`src/rtl/button_cmd_pkg.sv`:
```
// Shared constants, command codes and repeat-FSM state for the button command decoder.
package button_cmd_pkg;
  localparam int NUM_BUTTONS = 11;
  localparam int CMD_W       = 4;

  localparam int BTN_UP    = 0;
  localparam int BTN_DOWN  = 1;
  localparam int BTN_LEFT  = 2;
  localparam int BTN_RIGHT = 3;
  localparam int BTN_A     = 4;
  localparam int BTN_START = 5;
  localparam int BTN_Z     = 6;
  localparam int BTN_Y     = 7;
  localparam int BTN_X     = 8;
  localparam int BTN_B     = 9;
  localparam int BTN_C     = 10;

  localparam logic [CMD_W-1:0] CMD_NONE  = 4'd0;
  localparam logic [CMD_W-1:0] CMD_ABORT = 4'd15;

  typedef enum logic [1:0] {
    RPT_IDLE,
    RPT_DELAY,
    RPT_REPEAT
  } rpt_state_t;

  function automatic logic [3:0] lowest_index(input logic [NUM_BUTTONS-1:0] v);
    logic [3:0] idx;
    idx = '0;
    for (int i = NUM_BUTTONS - 1; i >= 0; i--) begin
      if (v[i]) idx = 4'(i);
    end
    return idx;
  endfunction

  function automatic logic [1:0] lowest_dir(input logic [3:0] v);
    logic [1:0] idx;
    idx = '0;
    for (int i = 3; i >= 0; i--) begin
      if (v[i]) idx = 2'(i);
    end
    return idx;
  endfunction
endpackage

```
`src/rtl/button_command_decoder_repeat_timer.sv`:
```
// Auto-repeat for held direction buttons: tracks one direction, counts frames,
// and strobes repeat_event on the frame_tick where a repeat token is due.
module repeat_timer
  import button_cmd_pkg::*;
#(
  parameter int REPEAT_DELAY = 30,
  parameter int REPEAT_RATE  = 6,
  parameter int CNT_W        = 8
) (
  input  logic       clk,
  input  logic       reset,
  input  logic       frame_tick,
  input  logic       abort,
  input  logic [3:0] pressed,
  input  logic [3:0] new_press,
  output logic [3:0] repeat_event
);

  if (REPEAT_DELAY < 1 || REPEAT_DELAY > 255 || REPEAT_RATE < 1 || REPEAT_RATE > 255 ||
      (REPEAT_DELAY - 1) > (2 ** CNT_W) - 1 || (REPEAT_RATE - 1) > (2 ** CNT_W) - 1) begin : g_bad_cfg
    $error("repeat_timer: REPEAT_DELAY/REPEAT_RATE out of range or CNT_W too narrow");
  end

  localparam logic [CNT_W-1:0] DELAY_END = CNT_W'(REPEAT_DELAY - 1);
  localparam logic [CNT_W-1:0] RATE_END  = CNT_W'(REPEAT_RATE - 1);

  rpt_state_t       state;
  logic [1:0]       track;
  logic [CNT_W-1:0] cnt;
  logic             fire;

  always_comb begin
    fire = frame_tick && !abort && pressed[track] &&
           ((state == RPT_DELAY && cnt == DELAY_END) ||
            (state == RPT_REPEAT && cnt == RATE_END));
    repeat_event = fire ? (4'b0001 << track) : 4'b0000;
  end

  always_ff @(posedge clk or negedge reset) begin
    if (!reset) begin
      state <= RPT_IDLE;
      track <= '0;
      cnt   <= '0;
    end else if (frame_tick) begin
      if (abort) begin
        state <= RPT_IDLE;
        cnt   <= '0;
      end else begin
        case (state)
          RPT_IDLE: begin
            if (|new_press) begin
              track <= lowest_dir(new_press);
              cnt   <= '0;
              state <= RPT_DELAY;
            end
          end
          default: begin
            // Releasing the tracked direction hands over to any other held one without a token.
            if (!pressed[track]) begin
              cnt <= '0;
              if (|pressed) begin
                track <= lowest_dir(pressed);
                state <= RPT_DELAY;
              end else begin
                state <= RPT_IDLE;
              end
            end else if (fire) begin
              cnt   <= '0;
              state <= RPT_REPEAT;
            end else begin
              cnt <= cnt + CNT_W'(1);
            end
          end
        endcase
      end
    end
  end

endmodule

```
`src/rtl/button_command_decoder.sv`:
```
// Frame-sampled button edge/repeat to command-token decoder with a valid/ready output slot.
// Optional combo abort (A+B+C+Start -> code 15) is enabled by defining COMBO_ABORT_EN.
module button_command_decoder
  import button_cmd_pkg::*;
#(
  parameter int REPEAT_DELAY = 30,
  parameter int REPEAT_RATE  = 6,
  parameter int CNT_W        = 8
) (
  input  logic        clk,
  input  logic        reset,
  input  logic [10:0] buttons_in,
  input  logic        frame_tick,
  output logic        cmd_valid,
  output logic [3:0]  cmd_code,
  input  logic        cmd_ready,
  output logic [10:0] held_mask,
  output logic        overflow
);

  logic [NUM_BUTTONS-1:0] pressed, prev_pressed, new_press, events;
  logic [NUM_BUTTONS-1:0] pending, pending_next, clear_mask;
  logic [3:0]             rep_event, low_idx;
  logic                   slot_free, combo_fire, take_abort, load_pend, ovf_hit;
`ifdef COMBO_ABORT_EN
  logic                   abort_q;
  localparam logic [NUM_BUTTONS-1:0] COMBO_MASK = NUM_BUTTONS'((1 << BTN_A) | (1 << BTN_START) |
                                                               (1 << BTN_B) | (1 << BTN_C));
`endif

  repeat_timer #(
    .REPEAT_DELAY(REPEAT_DELAY),
    .REPEAT_RATE (REPEAT_RATE),
    .CNT_W       (CNT_W)
  ) u_repeat_timer (
    .clk         (clk),
    .reset       (reset),
    .frame_tick  (frame_tick),
    .abort       (combo_fire),
    .pressed     (pressed[3:0]),
    .new_press   (new_press[3:0]),
    .repeat_event(rep_event)
  );

  always_comb begin
    pressed   = ~buttons_in;
    new_press = pressed & ~prev_pressed;
    events    = frame_tick ? (new_press | {{(NUM_BUTTONS-4){1'b0}}, rep_event}) : '0;
    slot_free = !cmd_valid || cmd_ready;
    low_idx   = lowest_index(pending);

    combo_fire = 1'b0;
    take_abort = 1'b0;
`ifdef COMBO_ABORT_EN
    combo_fire = frame_tick && ((pressed & COMBO_MASK) == COMBO_MASK) && |(new_press & COMBO_MASK);
    take_abort = slot_free && abort_q;
`endif

    // On the abort tick nothing is taken from pending, so the ABORT token comes out first.
    load_pend  = slot_free && |pending && !combo_fire && !take_abort;
    clear_mask = load_pend ? (NUM_BUTTONS'(1) << low_idx) : '0;
    ovf_hit    = !combo_fire && |(events & pending & ~clear_mask);
    pending_next = combo_fire ? '0 : ((pending & ~clear_mask) | events);
  end

  always_ff @(posedge clk or negedge reset) begin
    if (!reset) begin
      prev_pressed <= '1;
      held_mask    <= '0;
      pending      <= '0;
      overflow     <= 1'b0;
      cmd_valid    <= 1'b0;
      cmd_code     <= CMD_NONE;
`ifdef COMBO_ABORT_EN
      abort_q      <= 1'b0;
`endif
    end else begin
      if (frame_tick) begin
        prev_pressed <= pressed;
        held_mask    <= pressed;
      end
      pending <= pending_next;
      if (ovf_hit) overflow <= 1'b1;

      if (take_abort) begin
        cmd_valid <= 1'b1;
        cmd_code  <= CMD_ABORT;
      end else if (load_pend) begin
        cmd_valid <= 1'b1;
        cmd_code  <= low_idx + 4'd1;
      end else if (slot_free) begin
        cmd_valid <= 1'b0;
        cmd_code  <= CMD_NONE;
      end

`ifdef COMBO_ABORT_EN
      if (combo_fire) abort_q <= 1'b1;
      else if (take_abort) abort_q <= 1'b0;
`endif
    end
  end

endmodule
```
`config.mk`:
```
export PLATFORM = sky130hd
export DESIGN_NAME = button_command_decoder
export DESIGN_NICKNAME = d
export VERILOG_FILES = /design/src/rtl/button_cmd_pkg.sv /design/src/rtl/button_command_decoder_repeat_timer.sv /design/src/rtl/button_command_decoder.sv
export SDC_FILE = /design/constraint.sdc
export NUM_CORES = 1
export LEC_CHECK = 0
export BUFFER_PORTS_ARGS = -buffer_cell sky130_fd_sc_hd__buf_2
export CORE_MARGIN = 2
export CORE_UTILIZATION = 30
export CTS_CLUSTER_DIAMETER = 30
export CTS_CLUSTER_SIZE = 30
export DETAILED_ROUTE_END_ITERATION = 12
export SLEW_MARGIN = 20
export SYNTH_ARGS = -nofsm -noshare
export SYNTH_HDL_FRONTEND = slang
export SYNTH_SLANG_ARGS = --single-unit
```
`constraint.sdc`:
```
create_clock -name clk -period 2 [get_ports clk]
set_input_delay 0.4 -clock clk [delete_from_list [all_inputs] [get_ports clk]]
set_output_delay 0.4 -clock clk [all_outputs]
set_load 0.005 [all_outputs]
```
==> impl_metrics.toml, run 1 <==
[outcome]
status = "finished with violations"
violations = "negative setup slack"

[sta]
fmax_mhz = 438
finalCritPeriodShare_pct = 114
slew_violations = 0
slew_headroom_pct = 53.2
setup_ws_ps = -281
setup_viol = 1
finClkSkew_ps = 4.38
timing.final.crit_period_ps = 2280
hold_viol = 0
worst_pin_slew_ps = 702
hold_slack_ps = 70.8
rsz0062_at_grt = "yes"
tns_ps = -281

[synthesis]
synth_edf_count = 0
netlist_top_cells_count = "40 x dfrtp_1, 39 x o21ai_0, 34 x inv_1"
syn-cell-area_um2 = 2750
syn_inst = 290
syn-num-nets = 313
synthTopCellsByArea = "dfrtp_1 36%, dfstp_2 11%, o21ai_0 7.1%, inv_1 4.6%, ha_1 3.6%"
yosys.area.top_type_share_pct = 36.4
synth_most_common_cell = "dfrtp_1"
ys_async_sr_fraction_pct = 100
yosysTopAreaCell = "dfrtp_1"
ys_seq_area_share_pct = 46.9
ys.flop_type = "dfrtp_1"
synth_warnings = 0
avgSynthCellArea_um2 = 9.48
ys_seq_elements = 51
synth_cell_types = 51

[cts]
path_clk_slew_ps = 90
cts-buffers-inserted = 5
cts_sinks = 51
cts_tree = "built"
htree_levels = 2
cts_hold_buffers = 0
cts_root_buf = "clkbuf_8"
cts_max_path_buffers = 2
clock_latency_ps = 300

[global_routing]
grt_pass1_wl_um = 11700
grt_start_max_net_pins = 52
track_usage_pct = 14.5
grt_overflow_total = 0
grt_pass1_vias = 2381
grt_antenna_before_repair = 0

[floorplan]
die_x_um = 99.7
fp-row-count = 34
start_util_pct = 31.2
die-area_um2 = 9950
io_pins = 32
die_y_um = 99.7
core_area_um2 = 8810

[routing]
avgViaCountPerCell = 4.98
wl_per_cell_um = 14.1
routed-wl-met3_um = 214
wl_met1_um = 3210
highest_layer = "met4"
ant_nets = 0
vias = 2361
wl_met2_um = 3160
drc = 0
drtPass1Iterations = 4
first_iter_violations = 154
routed_wl_um = 6710

[final_layout]
syn_to_final_growth_pct = 33.3
postLayoutCellArea_um2 = 3660
fin_cells = 474
layout.nets = 388
multiInputGateArea_um2 = 1470
post-route-util_pct = 41.6
regArea_um2 = 1290
antenna_cells = 0
drive_above_1_share_pct = 35.0
fillers = 846

[worst_setup_path]
worstRegToRegCells = 11
critical_path_class = "reg -> reg"
r2r_slack_ps = -280
reg2reg_to = "overflow"
reg2reg_from = "pending[8]"
cp_max_fo = 4
critPathLaunchType = "flop"
cp_data_required_time_ps = 2200
worstSetupEndpointType = "flop"
crit_arrival_ps = 2480

[flow_run]
maxCapViolations = 0

[power_and_ir_drop]
powerDensity_nw_per_um2 = 988
vdd_drop_max_mv = 0.383
power_mw = 3.62
p_leak_nw = 1.58

[placement]
postPlaceCellArea_um2 = 3350
dpl_worst_slack_ps = -258
dp.cells = 457
io_buffers = 31
gp_congestion = 0.902
dpl.hpwl_um = 4970

[min_path]
hp-class = "in -> async"
==> worst max-delay path, stage by stage (launching register included) <==
cell and delay [ps]:
dfrtp_1 430, nand2b_1 160, a21oi_1 130, o21bai_1 90, a31o_2 250, inv_2 100, ha_4 170, ha_4 160
a2111oi_4 70, a311oi_2 270, nand4_1 120, a211o_1 240
==> placed cells by master (no fill, tap or decap), types with 2 or more instances in the layout <==
master / n
nor2_1: 17
inv_2: 2
buf_4: 42
mux2_1: 2
a21o_1: 4
nand4_1: 3
nand2_1: 18
ha_1: 2
a2bb2oi_1: 2
o22ai_1: 3
or3_1: 2
dfstp_2: 11
nor3_1: 7
a2111oi_4: 2
nand3_1: 12
nor2b_1: 6
nor4_2: 2
o211ai_1: 2
nor2_2: 2
o31ai_1: 2
o21ai_0: 39
buf_2: 31
a2111oi_1: 2
o21a_1: 3
inv_1: 32
clkbuf_8: 6
a2111oi_2: 2
buf_12: 2
nand2b_1: 14
a21oi_1: 6
a22o_1: 6
ha_4: 6
dfrtp_1: 40
a22oi_1: 2
==> sequential cells by signal (all words and copies together) (netlist names) <==
signal,cells
u_repeat_timer.state,2
pending,11
held_mask,11
u_repeat_timer.cnt,8
prev_pressed,11
u_repeat_timer.track,2
cmd_valid,1
overflow,1
cmd_code,4
==> cell type report <==
| class | count | area share [%] |
|---|---|---|
| multi-input cells | 197 | 40.2 |
| flip-flops and latches | 51 | 35.2 |
| repair buffers | 76 | 14.2 |
| well taps | 108 | 3.69 |
| inverters | 34 | 3.48 |
| clock buffers | 6 | 2.25 |
| clock inverters | 2 | 0.956 |
==> per-layer routing <==
| layer | track usage (%) | vias to the layer above |
|---|---|---|
| li1 | - | 1184 |
| met1 | 19.9 | 1121 |
| met2 | 23.5 | 47 |
| met3 | 2.25 | 9 |
| met4 | 4.74 | 0 |
| met5 | 0 | - |
==> cells by family after synthesis <==
family / after synthesis / share of synthesized area (%)
AND/OR/NAND/NOR: 94 / 18.3
AO/OA/AOI/OAI: 90 / 22.7
flip-flops: 51 / 46.9
buffers and inverters: 42 / 6.10
adder cells (fa/ha/maj): 8 / 3.64
multiplexers: 5 / 2.41
==> how the worst max path moves through the flow <==
stage / startpoint / end / slack [ps]
finish: pending[8] / overflow / -280
global route: pending[8] / overflow / -380
CTS: pending[10] / overflow / -220
detailed placement: pending[8] / overflow / -260
global placement: pending[8] / overflow / -150
floorplan: pending[8] / overflow / -10
==> power by group <==
group          internal (mW)  total, mW  switching, mW
logic                  0.737       1.49          0.753
clock network          0.405      0.752          0.347
registers               1.21       1.38          0.168
==> timing repair <==
item                                    CTS  global route
gates resized for setup                   9            15
gates cloned                              0             0
endpoints found under the setup margin    7             9
pin swaps                                 8            13
setup buffers                             5             4
Note: power is estimated with default switching activity, not from simulation.
==> inputs of run 2 (changes only) <==
--- a/config.mk
+++ b/config.mk
@@ -11,6 +11,8 @@
 export CTS_CLUSTER_DIAMETER = 30
 export CTS_CLUSTER_SIZE = 30
 export DETAILED_ROUTE_END_ITERATION = 12
+export RECOVER_POWER = 25
+export REMOVE_ABC_BUFFERS = 1
 export SLEW_MARGIN = 20
 export SYNTH_ARGS = -nofsm -noshare
 export SYNTH_HDL_FRONTEND = slang
==> impl_metrics.toml, run 2 (synthesis gave the netlist of run 1 again) <==
[outcome]
status = "finished with violations"
violations = "negative setup slack"

[global_routing]
grt_overflow_total = 0
grt_pass1_wl_um = 11900
grt_antenna_before_repair = 0
track_usage_pct = 14.8
grt_pass1_vias = 2451
grt_start_max_net_pins = 52

[worst_setup_path]
critPathLaunchType = "flop"
worstSetupEndpointType = "flop"
crit_chain = "nor3b_2, o31ai_2, a211oi_2, buf_4, ha_4, ha_2, a2111oi_2, nor4_1, nand4_1, a211o_1"
critical_path_class = "reg -> reg"
cp_data_required_time_ps = 2200
crit_slowest_cell = "dfrtp_1"
path_buf_inv = 1
crit_family = "compound AO/OA/AOI/OAI gates"
cp_max_fo = 3
crit_arrival_ps = 2460
cpPeakStageDelay_ps = 420

[power_and_ir_drop]
p_leak_nw = 1.56
powerDensity_nw_per_um2 = 1010
power_mw = 3.61
vdd_drop_max_mv = 0.434

[min_path]
hp-class = "in -> reg"

[routing]
drtPass1Iterations = 4
avgViaCountPerCell = 5.10
drc = 0
vias = 2411
wl_per_cell_um = 14.6
first_iter_violations = 75
ant_nets = 0
routed_wl_um = 6900

[cts]
cts_tree = "built"
cts_max_path_buffers = 2
clock_latency_ps = 310
htree_levels = 2
path_clk_slew_ps = 100
cts_hold_buffers = 0
cts_sinks = 51
cts-buffers-inserted = 5
cts_root_buf = "clkbuf_8"

[sta]
tns_ps = -252
slew_violations = 0
slew_headroom_pct = 16.3
finClkSkew_ps = 10.9
setup_ws_ps = -252
timing.final.crit_period_ps = 2250
rsz0062_at_grt = "yes"
finalCritPeriodShare_pct = 113
hold_viol = 0
worst_pin_slew_ps = 1260
fmax_mhz = 444
hold_slack_ps = 377
setup_viol = 1

[placement]
postPlaceCellArea_um2 = 3340
io_buffers = 31
dpl.hpwl_um = 5070
gp_congestion = 0.866

[floorplan]
fp-row-count = 34
core_area_um2 = 8810
die_y_um = 99.7
die-area_um2 = 9950
start_util_pct = 31.2
die_x_um = 99.7
io_pins = 32

[final_layout]
syn_to_final_growth_pct = 29.6
final_common_cell = "buf_4"
antenna_cells = 0
mostFrequentLayoutCells = "42 x buf_4, 40 x dfrtp_1, 39 x o21ai_0"
layout.nets = 387
drive_above_1_share_pct = 33.4
largestRegisters = "held_mask: 11 flops, pending: 11 flops, prev_pressed: 11 flops"
postLayoutCellArea_um2 = 3560
post-route-util_pct = 40.5

[flow_run]
maxCapViolations = 0
-- run 2: layout make-up --
| cell class | count | area (um2) |
|---|---|---|
| flip-flops and latches | 51 | 1290 |
| multi-input cells | 197 | 1390 |
| well taps | 108 | 135 |
| clock buffers | 6 | 82.6 |
| inverters | 34 | 130 |
| clock inverters | 2 | 35.0 |
| repair buffers | 75 | 495 |
| fillers | 863 | 5240 |
-- run 2: what timing repair did --
item	4_1_cts	5_1_grt
gates resized for setup	21	4
endpoints found under the setup margin	4	7
pin swaps	11	3
setup buffers	2	0
-- run 2: metrics by stage --
step,setup WS [ps],instances
finish,-252,473
global route,-332,473
CTS,-172,473
detailed placement,-384,463
global placement,-290,463
floorplan,-206,282
-- run 2: routing by layer --
layer	wire, um	global-route usage [%]	vias to the layer above
met5	0	0	-
met4	124	4.74	0
met3	187	2.11	8
met2	3260	24.2	47
met1	3330	20.3	1168
li1	-	-	1188
-- run 2: report_power, final --
part	switching, mW	internal, mW	total (mW)
combinational	0.762	0.728	1.49
clock	0.353	0.406	0.759
sequential	0.148	1.21	1.36
-- run 2: worst paths after layout --
kind,startpoint,cells after the start,to,slack [ps]
min in group asynchronous,reset,2,held_mask[3],430
hold / removal,buttons_in[6],3,prev_pressed[6],380
hold reg to reg,prev_pressed[6],2,prev_pressed[6],470
max in group asynchronous,reset,2,u_repeat_timer.track[0],790
setup / recovery,pending[8],10,overflow,-250
setup reg to reg,pending[8],10,overflow,-250
-- run 2: worst reg2reg max path, stage by stage (launching register included) --
cell and delay, ps:
dfrtp_1 420, nor3b_2 250, o31ai_2 100, a211oi_2 230
buf_4 160, ha_4 140, ha_2 190, a2111oi_2 70
nor4_1 210, nand4_1 150, a211o_1 240
==> inputs of run 3 (changes only) <==
--- a/config.mk
+++ b/config.mk
@@ -7,10 +7,11 @@
 export LEC_CHECK = 0
 export BUFFER_PORTS_ARGS = -buffer_cell sky130_fd_sc_hd__buf_2
 export CORE_MARGIN = 2
-export CORE_UTILIZATION = 30
+export CORE_UTILIZATION = 58
 export CTS_CLUSTER_DIAMETER = 30
 export CTS_CLUSTER_SIZE = 30
 export DETAILED_ROUTE_END_ITERATION = 12
+export PLACE_DENSITY = 0.79
 export RECOVER_POWER = 25
 export REMOVE_ABC_BUFFERS = 1
 export SLEW_MARGIN = 20
==> constraint.sdc (replaced) <==
create_clock -name clk -period 2.15 [get_ports clk]
set_input_delay 0.43 -clock clk [delete_from_list [all_inputs] [get_ports clk]]
set_output_delay 0.43 -clock clk [all_outputs]
set_load 0.005 [all_outputs]
==> impl_metrics.toml, run 3 (synthesis gave the netlist of run 1 again) <==
[worst_setup_path]
crit_family = "compound AO/OA/AOI/OAI gates"
critical_path_class = "reg -> reg"
reg2reg_to = "overflow"
critPathLaunchType = "flop"
startpoint = "pending[8]"
cpPeakStageDelay_ps = 430
crit_arrival_ps = 2490
cp_max_fo = 4
crit_chain = "nand2b_1, a21oi_1, o21bai_1, a31o_2, inv_2, ha_4, ha_4, a2111oi_2, nor4_1, nand4_1, a211o_1"
crit_slowest_cell = "dfrtp_1"
reg2reg_from = "pending[8]"
worstSetupEndpointType = "flop"
r2r_slack_ps = -150
cp_data_required_time_ps = 2350
worstRegToRegCells = 11
path_common_cell = "ha_4"
path_buf_inv = 1

[global_routing]
grt_pass1_wl_um = 11000
grt_start_max_net_pins = 40
grt_overflow_total = 0
grt_pass1_vias = 2390
grt_antenna_before_repair = 0
track_usage_pct = 26.9

[floorplan]
core_area_um2 = 4660
die_y_um = 72.8
die_x_um = 72.8
die-area_um2 = 5310
fp-row-count = 25
start_util_pct = 59.0
io_pins = 32

[cts]
cts_root_buf = "clkbuf_8"
cts_max_path_buffers = 2
htree_levels = 2
clock_latency_ps = 300
path_clk_slew_ps = 90
cts_sinks = 51
cts-buffers-inserted = 5
cts_hold_buffers = 0
cts_tree = "built"

[routing]
drtPass1Iterations = 4
avgViaCountPerCell = 5.89
routed_wl_um = 6520
wl_per_cell_um = 16.0
drc = 0
first_iter_violations = 126
ant_nets = 0
vias = 2392

[placement]
gp_congestion = 0.858
io_buffers = 31
dpl.hpwl_um = 4620
postPlaceCellArea_um2 = 3170

[sta]
tns_ps = -147
hold_viol = 0
slew_headroom_pct = 19.5
rsz0062_at_grt = "yes"
timing.final.crit_period_ps = 2300
worst_pin_slew_ps = 1210
finalCritPeriodShare_pct = 107
setup_viol = 1
setup_ws_ps = -147
slew_violations = 0
finClkSkew_ps = 2.89
fmax_mhz = 435

[power_and_ir_drop]
p_sw_mw = 1.12
switching_share_pct = 34.3
internal-power_mw = 2.15
powerDensity_nw_per_um2 = 963
p_leak_nw = 1.50
sequentialPowerShare_pct = 38.8
pwr-share-clk_pct = 24.1
pwr-share-comb_pct = 37.1
vdd_drop_max_mv = 0.504

[outcome]
violations = "negative setup slack"
status = "finished with violations"

[min_path]
hp-class = "in -> async"

[final_layout]
post-route-util_pct = 72.9
final_common_cell = "dfrtp_1"
layout.nets = 374
syn_to_final_growth_pct = 23.6
antenna_cells = 0
postLayoutCellArea_um2 = 3400
mostFrequentLayoutCells = "40 x dfrtp_1, 39 x o21ai_0, 33 x inv_1"
largestRegisters = "held_mask: 11 flops, pending: 11 flops, prev_pressed: 11 flops"
drive_above_1_share_pct = 29.3

[flow_run]
maxCapViolations = 0
==> run 3: area by class of cell <==
type	count	area (um2)
flip-flops and latches	51	1290
clock buffers	5	68.8
repair buffers	62	400
clock inverters	3	67.6
fillers	333	1260
multi-input cells	197	1380
inverters	34	128
well taps	54	67.6
==> run 3: worst max path at each step <==
stage | cells past startpoint | to
2_1_floorplan | 9 | overflow
3_3_place_gp | 9 | overflow
3_5_place_dp | 9 | overflow
4_1_cts | 11 | overflow
5_1_grt | 10 | overflow
6_report | 11 | overflow
==> run 3: worst reg2reg max path, delay by kind of cell (launching register included) <==
kind	cells	cell delay, ps
compound gates	5	820
fa+ha+maj	2	300
buf+inv	1	100
flops	1	430
simple gates	3	540
==> run 3: per-stage QoR <==
step                      setup slack, ps  total power, mW  hold slack, ps  instances
final                                -147             3.27             346        406
after global routing                 -275             3.46             422        406
after CTS                            -106             3.24             100        406
after global placement               -210             2.30             433        395
after detailed placement             -277             2.34             432        395
after floorplan                     -55.8             1.88             134        282
==> run 3: metal layers <==
metal	GRT usage (%)	up-vias	part of all wire, %
li1	-	1164	-
met1	34.8	1143	44
met2	44.6	68	50
met3	5.11	17	4.0
met4	10.5	0	2.5
met5	0	-	0
==> run 3: what timing repair did <==
action	4_1_cts	5_1_grt
endpoints found under the setup margin	1	7
buffers inserted	3	0
pin swaps	9	7
gates cloned	0	0
gates resized for setup	17	3
==> run 3: power by group through the flow <==
stage / Combinational (mW) / Clock (mW) / Sequential, mW
global route: 1.34 / 0.830 / 1.29
global placement: 1.03 / 0 / 1.27
detailed placement: 1.06 / 0 / 1.28
floorplan: 0.598 / 0 / 1.28
CTS: 1.18 / 0.794 / 1.27
finish: 1.22 / 0.787 / 1.27
